==> src/rtl/alu_control_seq_pkg.sv <==
// Shared definitions for the ALU control sequencer and its decoder.
// Holds ALUOp class constants, R-type function codes, ALUOperation codes,
// FSM state encoding and the decoder result payload.
package alu_control_seq_pkg;

  localparam int unsigned CODE_W = 4;
  localparam int unsigned CNT_W  = 8;

  // ALUOp classes from the main control unit
  localparam logic [2:0] AOP_R_TYPE = 3'b111;
  localparam logic [2:0] AOP_ADDI   = 3'b100;
  localparam logic [2:0] AOP_ORI    = 3'b101;
  localparam logic [2:0] AOP_BRANCH = 3'b001;

  // R-type function field values
  localparam logic [5:0] FN_AND  = 6'b100100;
  localparam logic [5:0] FN_OR   = 6'b100101;
  localparam logic [5:0] FN_NOR  = 6'b100111;
  localparam logic [5:0] FN_ADD  = 6'b100000;
  localparam logic [5:0] FN_INC  = 6'b001001;
  localparam logic [5:0] FN_MULT = 6'b011000;
  localparam logic [5:0] FN_DIV  = 6'b011010;
  localparam logic [5:0] FN_MFHI = 6'b010000;
  localparam logic [5:0] FN_MFLO = 6'b010010;

  // ALUOperation codes
  localparam logic [CODE_W-1:0] OP_AND  = 4'b0000;
  localparam logic [CODE_W-1:0] OP_OR   = 4'b0001;
  localparam logic [CODE_W-1:0] OP_NOR  = 4'b0010;
  localparam logic [CODE_W-1:0] OP_ADD  = 4'b0011;
  localparam logic [CODE_W-1:0] OP_SUB  = 4'b0100;
  localparam logic [CODE_W-1:0] OP_INC  = 4'b1001;
  localparam logic [CODE_W-1:0] OP_MULT = 4'b1010;
  localparam logic [CODE_W-1:0] OP_DIV  = 4'b1011;
  localparam logic [CODE_W-1:0] OP_MFHI = 4'b1100;
  localparam logic [CODE_W-1:0] OP_MFLO = 4'b1101;
  localparam logic [CODE_W-1:0] OP_NOP  = 4'b1111;

  typedef enum logic [1:0] {
    ST_IDLE    = 2'b00,
    ST_MD_BUSY = 2'b01,
    ST_MD_DONE = 2'b10
  } state_e;

  // Decoder result
  typedef struct packed {
    logic [CODE_W-1:0] code;
    logic              is_md;
    logic              illegal;
  } dec_t;

endpackage

==> src/rtl/alu_op_decode.sv <==
// Combinational ALU operation decoder, shared with the single-cycle core.
// Ports: alu_op/funct selector in; dec_c = {code, is_md, illegal} out.
// Unrecognised selectors give code 1001 with illegal set.
module alu_op_decode
  import alu_control_seq_pkg::*;
#(
  parameter int unsigned ALUOP_W = 3,
  parameter int unsigned FUNCT_W = 6
) (
  input  logic [ALUOP_W-1:0] alu_op,
  input  logic [FUNCT_W-1:0] funct,
  output dec_t               dec_c
);

  // Selector -> operation code lookup
  always_comb begin
    dec_c.code    = OP_INC;
    dec_c.is_md   = 1'b0;
    dec_c.illegal = 1'b0;
    case (alu_op)
      ALUOP_W'(AOP_ADDI):   dec_c.code = OP_ADD;
      ALUOP_W'(AOP_ORI):    dec_c.code = OP_OR;
      ALUOP_W'(AOP_BRANCH): dec_c.code = OP_SUB;
      ALUOP_W'(AOP_R_TYPE): begin
        case (funct)
          FUNCT_W'(FN_AND):  dec_c.code = OP_AND;
          FUNCT_W'(FN_OR):   dec_c.code = OP_OR;
          FUNCT_W'(FN_NOR):  dec_c.code = OP_NOR;
          FUNCT_W'(FN_ADD):  dec_c.code = OP_ADD;
          FUNCT_W'(FN_INC):  dec_c.code = OP_INC;
          FUNCT_W'(FN_MFHI): dec_c.code = OP_MFHI;
          FUNCT_W'(FN_MFLO): dec_c.code = OP_MFLO;
          FUNCT_W'(FN_MULT): begin
            dec_c.code  = OP_MULT;
            dec_c.is_md = 1'b1;
          end
          FUNCT_W'(FN_DIV): begin
            dec_c.code  = OP_DIV;
            dec_c.is_md = 1'b1;
          end
          default: dec_c.illegal = 1'b1;
        endcase
      end
      default: dec_c.illegal = 1'b1;
    endcase
  end

endmodule

==> src/rtl/alu_control_seq.sv <==
// Registered ALU control unit with valid/ready intake and MULT/DIV sequencing.
// Ports: clk, reset (async active-low), flush_i, valid_i/ready_o handshake,
//   ALUOp/ALUFunction in, ALUOperation + op_valid_o out, busy_o, md_start_o,
//   hilo_we_o, illegal_o.
// Optional: define ALU_CONTROL_ILLEGAL_TRAP_EN to map unrecognised selectors
//   to the ALU NOP code (1111) and pulse illegal_o; otherwise they give 1001
//   and illegal_o stays 0.
module alu_control_seq
  import alu_control_seq_pkg::*;
#(
  parameter int unsigned ALUOP_W   = 3,
  parameter int unsigned FUNCT_W   = 6,
  parameter int unsigned OPER_W    = 4,
  parameter int unsigned MD_CYCLES = 32
) (
  input  logic               clk,
  input  logic               reset,
  input  logic               flush_i,
  input  logic               valid_i,
  output logic               ready_o,
  input  logic [ALUOP_W-1:0] ALUOp,
  input  logic [FUNCT_W-1:0] ALUFunction,
  output logic [OPER_W-1:0]  ALUOperation,
  output logic               op_valid_o,
  output logic               busy_o,
  output logic               md_start_o,
  output logic               hilo_we_o,
  output logic               illegal_o
);

`ifdef ALU_CONTROL_ILLEGAL_TRAP_EN
  localparam logic [CODE_W-1:0] ILLEGAL_CODE = OP_NOP;
  localparam logic              TRAP_EN      = 1'b1;
`else
  localparam logic [CODE_W-1:0] ILLEGAL_CODE = OP_INC;
  localparam logic              TRAP_EN      = 1'b0;
`endif

  // MD_BUSY lasts MD_CYCLES-1 cycles (count down to 0), MD_DONE one more
  localparam logic [CNT_W-1:0] CNT_LOAD = CNT_W'(MD_CYCLES - 2);

  dec_t dec_c;

  alu_op_decode #(
    .ALUOP_W (ALUOP_W),
    .FUNCT_W (FUNCT_W)
  ) u_dec (
    .alu_op (ALUOp),
    .funct  (ALUFunction),
    .dec_c  (dec_c)
  );

  state_e              state_q,    state_d;
  logic [CNT_W-1:0]    cnt_q,      cnt_d;
  logic [OPER_W-1:0]   oper_q,     oper_d;
  logic                op_valid_q, op_valid_d;
  logic                md_start_q, md_start_d;
  logic                hilo_we_q,  hilo_we_d;
  logic                illegal_q,  illegal_d;
  logic                ready_q,    ready_d;
  logic                busy_q,     busy_d;
  logic                accept_c;

  // ready_q is high exactly in IDLE, so it gates acceptance directly
  assign accept_c = valid_i & ready_q & ~flush_i;

  // Next-state and registered-output logic
  always_comb begin
    state_d    = state_q;
    cnt_d      = cnt_q;
    oper_d     = oper_q;
    op_valid_d = 1'b0;
    md_start_d = 1'b0;
    hilo_we_d  = 1'b0;
    illegal_d  = 1'b0;

    case (state_q)
      ST_IDLE: begin
        if (accept_c) begin
          oper_d     = OPER_W'(dec_c.illegal ? ILLEGAL_CODE : dec_c.code);
          op_valid_d = 1'b1;
          illegal_d  = dec_c.illegal & TRAP_EN;
          if (dec_c.is_md) begin
            state_d    = ST_MD_BUSY;
            cnt_d      = CNT_LOAD;
            md_start_d = 1'b1;
          end
        end
      end
      ST_MD_BUSY: begin
        if (cnt_q == '0) begin
          state_d   = ST_MD_DONE;
          hilo_we_d = 1'b1;
        end else begin
          cnt_d = cnt_q - CNT_W'(1);
        end
      end
      ST_MD_DONE: state_d = ST_IDLE;
      default:    state_d = ST_IDLE;
    endcase

    // Abort wins; a commit already on hilo_we_o this cycle is unaffected
    if (flush_i) begin
      state_d   = ST_IDLE;
      cnt_d     = '0;
      hilo_we_d = 1'b0;
    end

    ready_d = (state_d == ST_IDLE);
    busy_d  = (state_d != ST_IDLE);
  end

  // State and output registers
  always_ff @(posedge clk or negedge reset) begin
    if (!reset) begin
      state_q    <= ST_IDLE;
      cnt_q      <= '0;
      oper_q     <= OPER_W'(OP_INC);
      op_valid_q <= 1'b0;
      md_start_q <= 1'b0;
      hilo_we_q  <= 1'b0;
      illegal_q  <= 1'b0;
      ready_q    <= 1'b1;
      busy_q     <= 1'b0;
    end else begin
      state_q    <= state_d;
      cnt_q      <= cnt_d;
      oper_q     <= oper_d;
      op_valid_q <= op_valid_d;
      md_start_q <= md_start_d;
      hilo_we_q  <= hilo_we_d;
      illegal_q  <= illegal_d;
      ready_q    <= ready_d;
      busy_q     <= busy_d;
    end
  end

  assign ready_o      = ready_q;
  assign busy_o       = busy_q;
  assign ALUOperation = oper_q;
  assign op_valid_o   = op_valid_q;
  assign md_start_o   = md_start_q;
  assign hilo_we_o    = hilo_we_q;
  assign illegal_o    = illegal_q;

endmodule

==> config.mk <==
export PLATFORM = sky130hd
export DESIGN_NAME = alu_control_seq
export DESIGN_NICKNAME = d
export VERILOG_FILES = /design/src/rtl/alu_control_seq_pkg.sv /design/src/rtl/alu_op_decode.sv /design/src/rtl/alu_control_seq.sv
export SDC_FILE = /design/constraint.sdc
export NUM_CORES = 1
export LEC_CHECK = 0
export BUFFER_PORTS_ARGS = -buffer_cell sky130_fd_sc_hd__buf_2
export CAP_MARGIN = 40
export CORE_UTILIZATION = 46
export CTS_CLUSTER_SIZE = 40
export DETAILED_ROUTE_END_ITERATION = 16
export PLACE_DENSITY = 0.7
export SLEW_MARGIN = 10
export SYNTH_ARGS = -nofsm -noshare
export SYNTH_HDL_FRONTEND = slang
export SYNTH_HIERARCHICAL = 1
export SYNTH_SLANG_ARGS = --single-unit
==> constraint.sdc <==
create_clock -name clk -period 2.13 [get_ports clk]
set_input_delay 0.3195 -clock clk [delete_from_list [all_inputs] [get_ports clk]]
set_output_delay 0.3195 -clock clk [all_outputs]
set_load 0.05 [all_outputs]
Word-level counts from Yosys, hierarchy flattened --
Cells that the tools add are included.
Word-level totals: latch bits 0, memories kept 0, output and inout bits 10, bits in read-only memories 0, register bits 19, RAM bits 0, bits of input ports 13
Operators by class: magnitude comparators 0, bitwise operators 3, equality and inequality tests 17, divide/modulo/power cells 0, mux-type cells 25, multiply operators 0, add/sub/neg operators 1, shift operators 0, reduce and logical (&&, ||, !) cells 10
Operators by type and width (number):
- $mux 8 | 4
- $pmux 4 s8 | 1
- $eq 6x5->1 const B | 4
- $eq 6x6->1 const B | 4
- $pmux 4 s4 | 1
- $pmux 8 s2 | 1
- $mux 1 | 11
- $eq 3x3->1 const B | 3
- $ne 3x3->1 const B | 3
- $reduce_or 9->1 | 1
- $logic_not 8->1 | 1
- $mux 2 | 4
- $sub 8x1->8 const B | 1
- $eq 6x4->1 const B | 1
- $logic_not 2->1 | 2
- $mux 4 | 1
- $pmux 2 s2 | 1
- $reduce_and 4->1 | 1
- $eq 3x1->1 const B | 1
- $reduce_bool 3->1 | 1
- $reduce_or 3->1 | 1
- $and 1x1->1 | 2
- $eq 2x1->1 const B | 1
- $pmux 1 s2 | 1
- 4 further kinds | 4

Depth between registers and ports, before layout --
depth in word-level cells 9, mapped depth 8, depth with buffers taken out 7

By module --
Netlist, hierarchy kept.
Modules (own cells, without submodules):
- alu_control_seq | area each 943.4 µm², instances 1, cells an instance 88, seq. area each 479.2 µm²
- alu_op_decode | area each 234.0 µm², instances 1, cells an instance 37, seq. area each 0.0 µm²

Worst setup path after synthesis --
OpenSTA, ideal clock, no wires.
kind in2reg, start in ALUFunction[0], end reg cnt_q[3], data arrival time 1547 ps, path slack 457 ps, data required time 2004 ps, stages on the path 7, buffers on the path 1, cells stage by stage buf_12 > nor2_1 > nand3b_1 > nor3_1 > a21o_1 > nor2_1 > a221o_1
RTL lines:
- start: declaration | line alu_control_seq.sv:22 | input logic [FUNCT_W-1:0] ALUFunction,
- end signal: assignment | line alu_control_seq.sv:127 | cnt_q <= cnt_d;
- end: declaration | line alu_control_seq.sv:54 | logic [CNT_W-1:0] cnt_q, cnt_d;

Worst setup path after layout --
start reg cnt_q[0], end reg cnt_q[2]
Between the ends: longest elaborated chain between the ends 4
Ends and longest elaborated chain:
- $sub 8x1->8 | line alu_control_seq.sv:95 | cnt_d = cnt_q - CNT_W'(1);
- $mux 8 | line alu_control_seq.sv:91 | if (cnt_q == '0) begin
- $pmux 8 s2 | line alu_control_seq.sv:77 | case (state_q)
- $mux 8 | line alu_control_seq.sv:103 | if (flush_i) begin
Several ways; a longest one is shown, not always the timed one. The select of a mux whose other input is x is not followed. A chain may end at the register's enable or synchronous reset.

==> flow_summary.rst <==
.. list-table::
   :header-rows: 1

   * - Metric
     - Value
   * - Core Rows
     - 17
   * - Portion of netlist area occupied by mux cells
     - 0.00956
   * - Number of port buffers
     - 21
   * - Static power due to leakage
     - approximately 0.6 nW
   * - Cell Pwr Density
     - around 500 mW/mm²
   * - Final count of pins violating max slew
     - 0
   * - Kind of cell adding the most delay to the critical path
     - compound AO/OA/AOI/OAI gates
   * - Predominant post-synthesis flop cell
     - sky130_fd_sc_hd__dfrtp_1
   * - Kind of end point of the critical path
     - flop
   * - Average wire per cell in the routed design
     - 13.5 µm
   * - # fillers
     - between 200 and 250
   * - Minimum period implied by the final worst setup slack
     - 1860 ps
   * - TritonCTS clock tree
     - yes
   * - Number of violations of the max-capacitance limit
     - 0
   * - Total chip power
     - between 0.6 and 0.7 mW
   * - Worst endpoint data arrival time
     - 2050 ps
   * - Asr flop ratio synth
     - 1.00
   * - PostCTS Resize Cnt
     - 0
   * - Floorplan die area
     - 0.00277 mm²
   * - Clock latency on the worst-skew pair
     - a little under 300 ps
   * - Met2 routing resource usage after global routing
     - 0.316
   * - Max IR drop VDD
     - ~0.33 mV
   * - Count of flip-flops with a built-in enable after synthesis
     - 0
   * - RSZ-0062 raised after global routing
     - false
   * - Number of antenna violations at the first check in global routing
     - 0
   * - Met1 usage in global routing
     - 0.269
   * - Cell Chain, Critical Path
     - inv_1 > ha_1 > nor4b_4 > a21oi_2 > a211oi_1 > a2bb2o_2
   * - Highest achievable clock rate
     - about 540 MHz
   * - Combinational share of power
     - 0.162
   * - Startpoint kind of the worst setup timing path
     - flop
   * - Hold slack
     - 405 ps
   * - Post-place setup slack
     - 258 ps
   * - Biggest cell delay along the critical path
     - approximately 410 ps
   * - Internal Power
     - ~0.48 mW
   * - Via count of the first global-routing pass
     - 917
   * - Number of vias per cell after detailed routing
     - around 6
   * - Critical setup path kind
     - reg2reg
   * - Largest net degree at the start of global routing
     - 20
   * - Top cells by area in the synthesized netlist
     - sky130_fd_sc_hd__dfrtp_1 34%, sky130_fd_sc_hd__dfstp_2 6.7%, sky130_fd_sc_hd__o21ai_0 3.8%
   * - Flop and latch count out of synthesis
     - 19
   * - Simple-gate share of the synthesized area
     - 0.286
   * - Data required time of the worst path
     - around 2300 ps
   * - Synthesized netlist cell count
     - between 100 and 150
   * - Synthesis-to-finish area growth
     - 11.7%
   * - Count of different cell masters after synthesis
     - 46
   * - Final clock period utilization by the worst path
     - 0.874
   * - Fraction of power consumed by the clock network
     - 0.271
   * - Final number of hold-violating endpoints
     - 0
   * - Met3 capacity usage during global routing
     - 0.0348
   * - Die width
     - roughly 53 µm
   * - Synthesized net count
     - 139
   * - Final HPWL DP
     - around 1800 µm
   * - Clock Tree Root
     - sky130_fd_sc_hd__clkbuf_4
   * - Overflow after GRT
     - 0
   * - Summed negative setup slack over all endpoints
     - 0 ps
   * - Area leader, netlist
     - sky130_fd_sc_hd__dfrtp_1
   * - Critical Path Slowest Stage Cell
     - sky130_fd_sc_hd__dfrtp_1
   * - Sequential Power Share
     - 0.567
   * - All-layer global routing usage
     - 0.198
   * - Crit path buffers/inverters
     - 1
   * - Number of DRC markers in iteration 0
     - 19
   * - Fraction of the mapped netlist area in adder cells
     - 0.0106
   * - Starting Density
     - 0.508
   * - Number of nets in the finished design
     - around 160
   * - Total clock buffers created by CTS
     - 3
   * - Number of clock sinks
     - 19
   * - Core utilization of the finished layout
     - 0.567
   * - Area of the mapped netlist
     - ~0.0012 mm²
   * - Proportion of netlist area held by the largest area contributor
     - 0.340
   * - Result of the run
     - finished clean
   * - Final wirelength
     - roughly 2400 µm
   * - Maximum clock path buffer count
     - 2
   * - Worst Setup Slack, final
     - 268 ps
   * - Worst hold-check path type
     - in2reg
   * - Endpoints failing setup
     - 0
   * - Remaining routing DRC violations
     - 0
   * - Count of boundary I/O pins
     - 23
   * - DRT Pass-1 Iters
     - 4
   * - Total vias in the final route
     - between 1000 and 1500
   * - Share of the synthesized netlist area taken by xor and xnor gates
     - 0.0149
   * - Synth warnings
     - 6
   * - Switching share of power
     - 0.274
   * - Clock H-tree levels
     - 1
   * - Clock transition at the register clock pins on the worst setup and hold paths after CTS
     - around 110 ps
   * - Global-route wire length before repair
     - between 4000 and 5000 µm
   * - Sequential area share after synthesis
     - 0.407
   * - Antenna cell count
     - 0
   * - Residual antenna-violating net count after detailed routing
     - 0
   * - Worst Path Max Fanout
     - 6
   * - Avg Inst Size Synth
     - approximately 9.4 µm²
   * - Compound-Gate Fraction of Synth Area
     - 0.207
   * - Most Crowded Layer GR
     - met2
   * - Clock Skew
     - between 10 and 15 ps
   * - Die height
     - between 50 and 60 µm
   * - Final Wtd Congestion
     - around 0.85
   * - Standard cell core area
     - 0.00232 mm²
   * - Switching power total
     - 0.179 mW
   * - Main combinational cell family by area after synthesis
     - simple AND/OR/NAND/NOR gates
   * - Ratio of cells with drive above 1 in the final layout
     - 0.252
## cell families (layout without fill, tap and decap cells)
| group | after synthesis | count (layout) |
|---|---|---|
| xor gates and xnor gates | 2 | 2 |
| buffers and inverters | 12 | 34 |
| AOI/OAI and AO/OA | 36 | 36 |
| muxes | 1 | 1 |
| adders and majority gates | 1 | 1 |
| and+or+nand+nor | 53 | 53 |
| DFF | 19 | 19 |
| other | 1 | 1 |
## layer usage
layer  vias up  wire length [µm]  part of all wire
li1        504                 -                 -
met1       483              1150              0.48
met2        33              1070              0.45
met3         4               117             0.049
met4         0                26             0.011
met5         -                 0                 0
## synth_stat cells, drive strengths merged (5+ instances only)
master  instances
nor2           12
nor4b           5
o21ai          10
a21oi           8
nor3            5
nand2           7
dfrtp          16
inv             7
## path summary, 6_finish.rpt
path,slack [ps],end,cells past startpoint,start
setup reg to reg,270,cnt_q[2],6,cnt_q[0]
max in group asynchronous,1300,ALUOperation[0],2,reset
setup / recovery,270,cnt_q[2],6,cnt_q[0]
min in group asynchronous,490,hilo_we_o,2,reset
hold reg to reg,510,ALUOperation[3],2,ALUOperation[3]
hold / removal,410,ready_o,3,flush_i
## flip-flops by register name, indices dropped and copies added (netlist names)
register,flops
busy_o,1
hilo_we_o,1
md_start_o,1
cnt_q,8
state_q,2
ALUOperation,4
op_valid_o,1
ready_o,1
## worst reg2reg max path: cells and delay by family, from the launching register on
kind / cells / cell delay [ps]
flip-flops: 1 / 410
adder cells (fa/ha/maj): 1 / 220
buffers and inverters: 1 / 60
AND/OR/NAND/NOR: 1 / 380
AO/OA/AOI/OAI: 3 / 690
## layout make-up
class	count	area [µm²]	area share
timing repair buffer	23	123	0.0932
inverter	7	26.3	0.0200
sequential	19	479	0.364
clock buffer	4	26.3	0.0200
multi-input combinational	94	626	0.476
tap	28	35.0	0.0266
## cells in the final DEF, fill, tap and decap left out, types with 2 or more instances in the layout
cell,Yosys,routed
sky130_fd_sc_hd__a22o_1,2,2
sky130_fd_sc_hd__o21ai_0,9,9
sky130_fd_sc_hd__clkbuf_4,0,3
sky130_fd_sc_hd__and2_1,3,3
sky130_fd_sc_hd__nor4_1,2,2
sky130_fd_sc_hd__nor2b_1,3,3
sky130_fd_sc_hd__a21oi_1,7,7
sky130_fd_sc_hd__inv_1,7,7
sky130_fd_sc_hd__dfrtp_1,16,16
sky130_fd_sc_hd__nand3_1,3,3
sky130_fd_sc_hd__nor2_1,12,12
sky130_fd_sc_hd__nand3b_1,3,3
sky130_fd_sc_hd__a221o_1,2,2
sky130_fd_sc_hd__dfstp_2,3,3
sky130_fd_sc_hd__a211oi_1,2,2
sky130_fd_sc_hd__nor3_1,5,5
sky130_fd_sc_hd__nor4b_1,4,4
sky130_fd_sc_hd__a32o_1,2,2
sky130_fd_sc_hd__buf_2,0,21
sky130_fd_sc_hd__nor3b_1,3,3
sky130_fd_sc_hd__nand2_1,6,6
sky130_fd_sc_hd__o21a_1,2,2
sky130_fd_sc_hd__o22ai_1,3,3
## stage by stage
stage          cells  instance area, µm²
6_report         175                1320
5_1_grt          175                1320
4_1_cts          175                1320
3_5_place_dp     170                1280
3_3_place_gp     170                1280
2_1_floorplan    125                1180
## repair_timing
action	CTS	global route
setup endpoints to repair	0	0
setup buffers	0	0
hold buffers	1	0
endpoints found under the hold margin	16	0
## power groups by stage
stage / registers (mW) / logic (mW) / clock network (mW)
5_1_grt: 0.373 / 0.117 / 0.198
3_5_place_dp: 0.379 / 0.105 / 0
4_1_cts: 0.372 / 0.107 / 0.184
3_3_place_gp: 0.378 / 0.103 / 0
2_1_floorplan: 0.401 / 0.0476 / 0
6_report: 0.372 / 0.106 / 0.177
No activity file was read; power rests on OpenSTA's default activity.
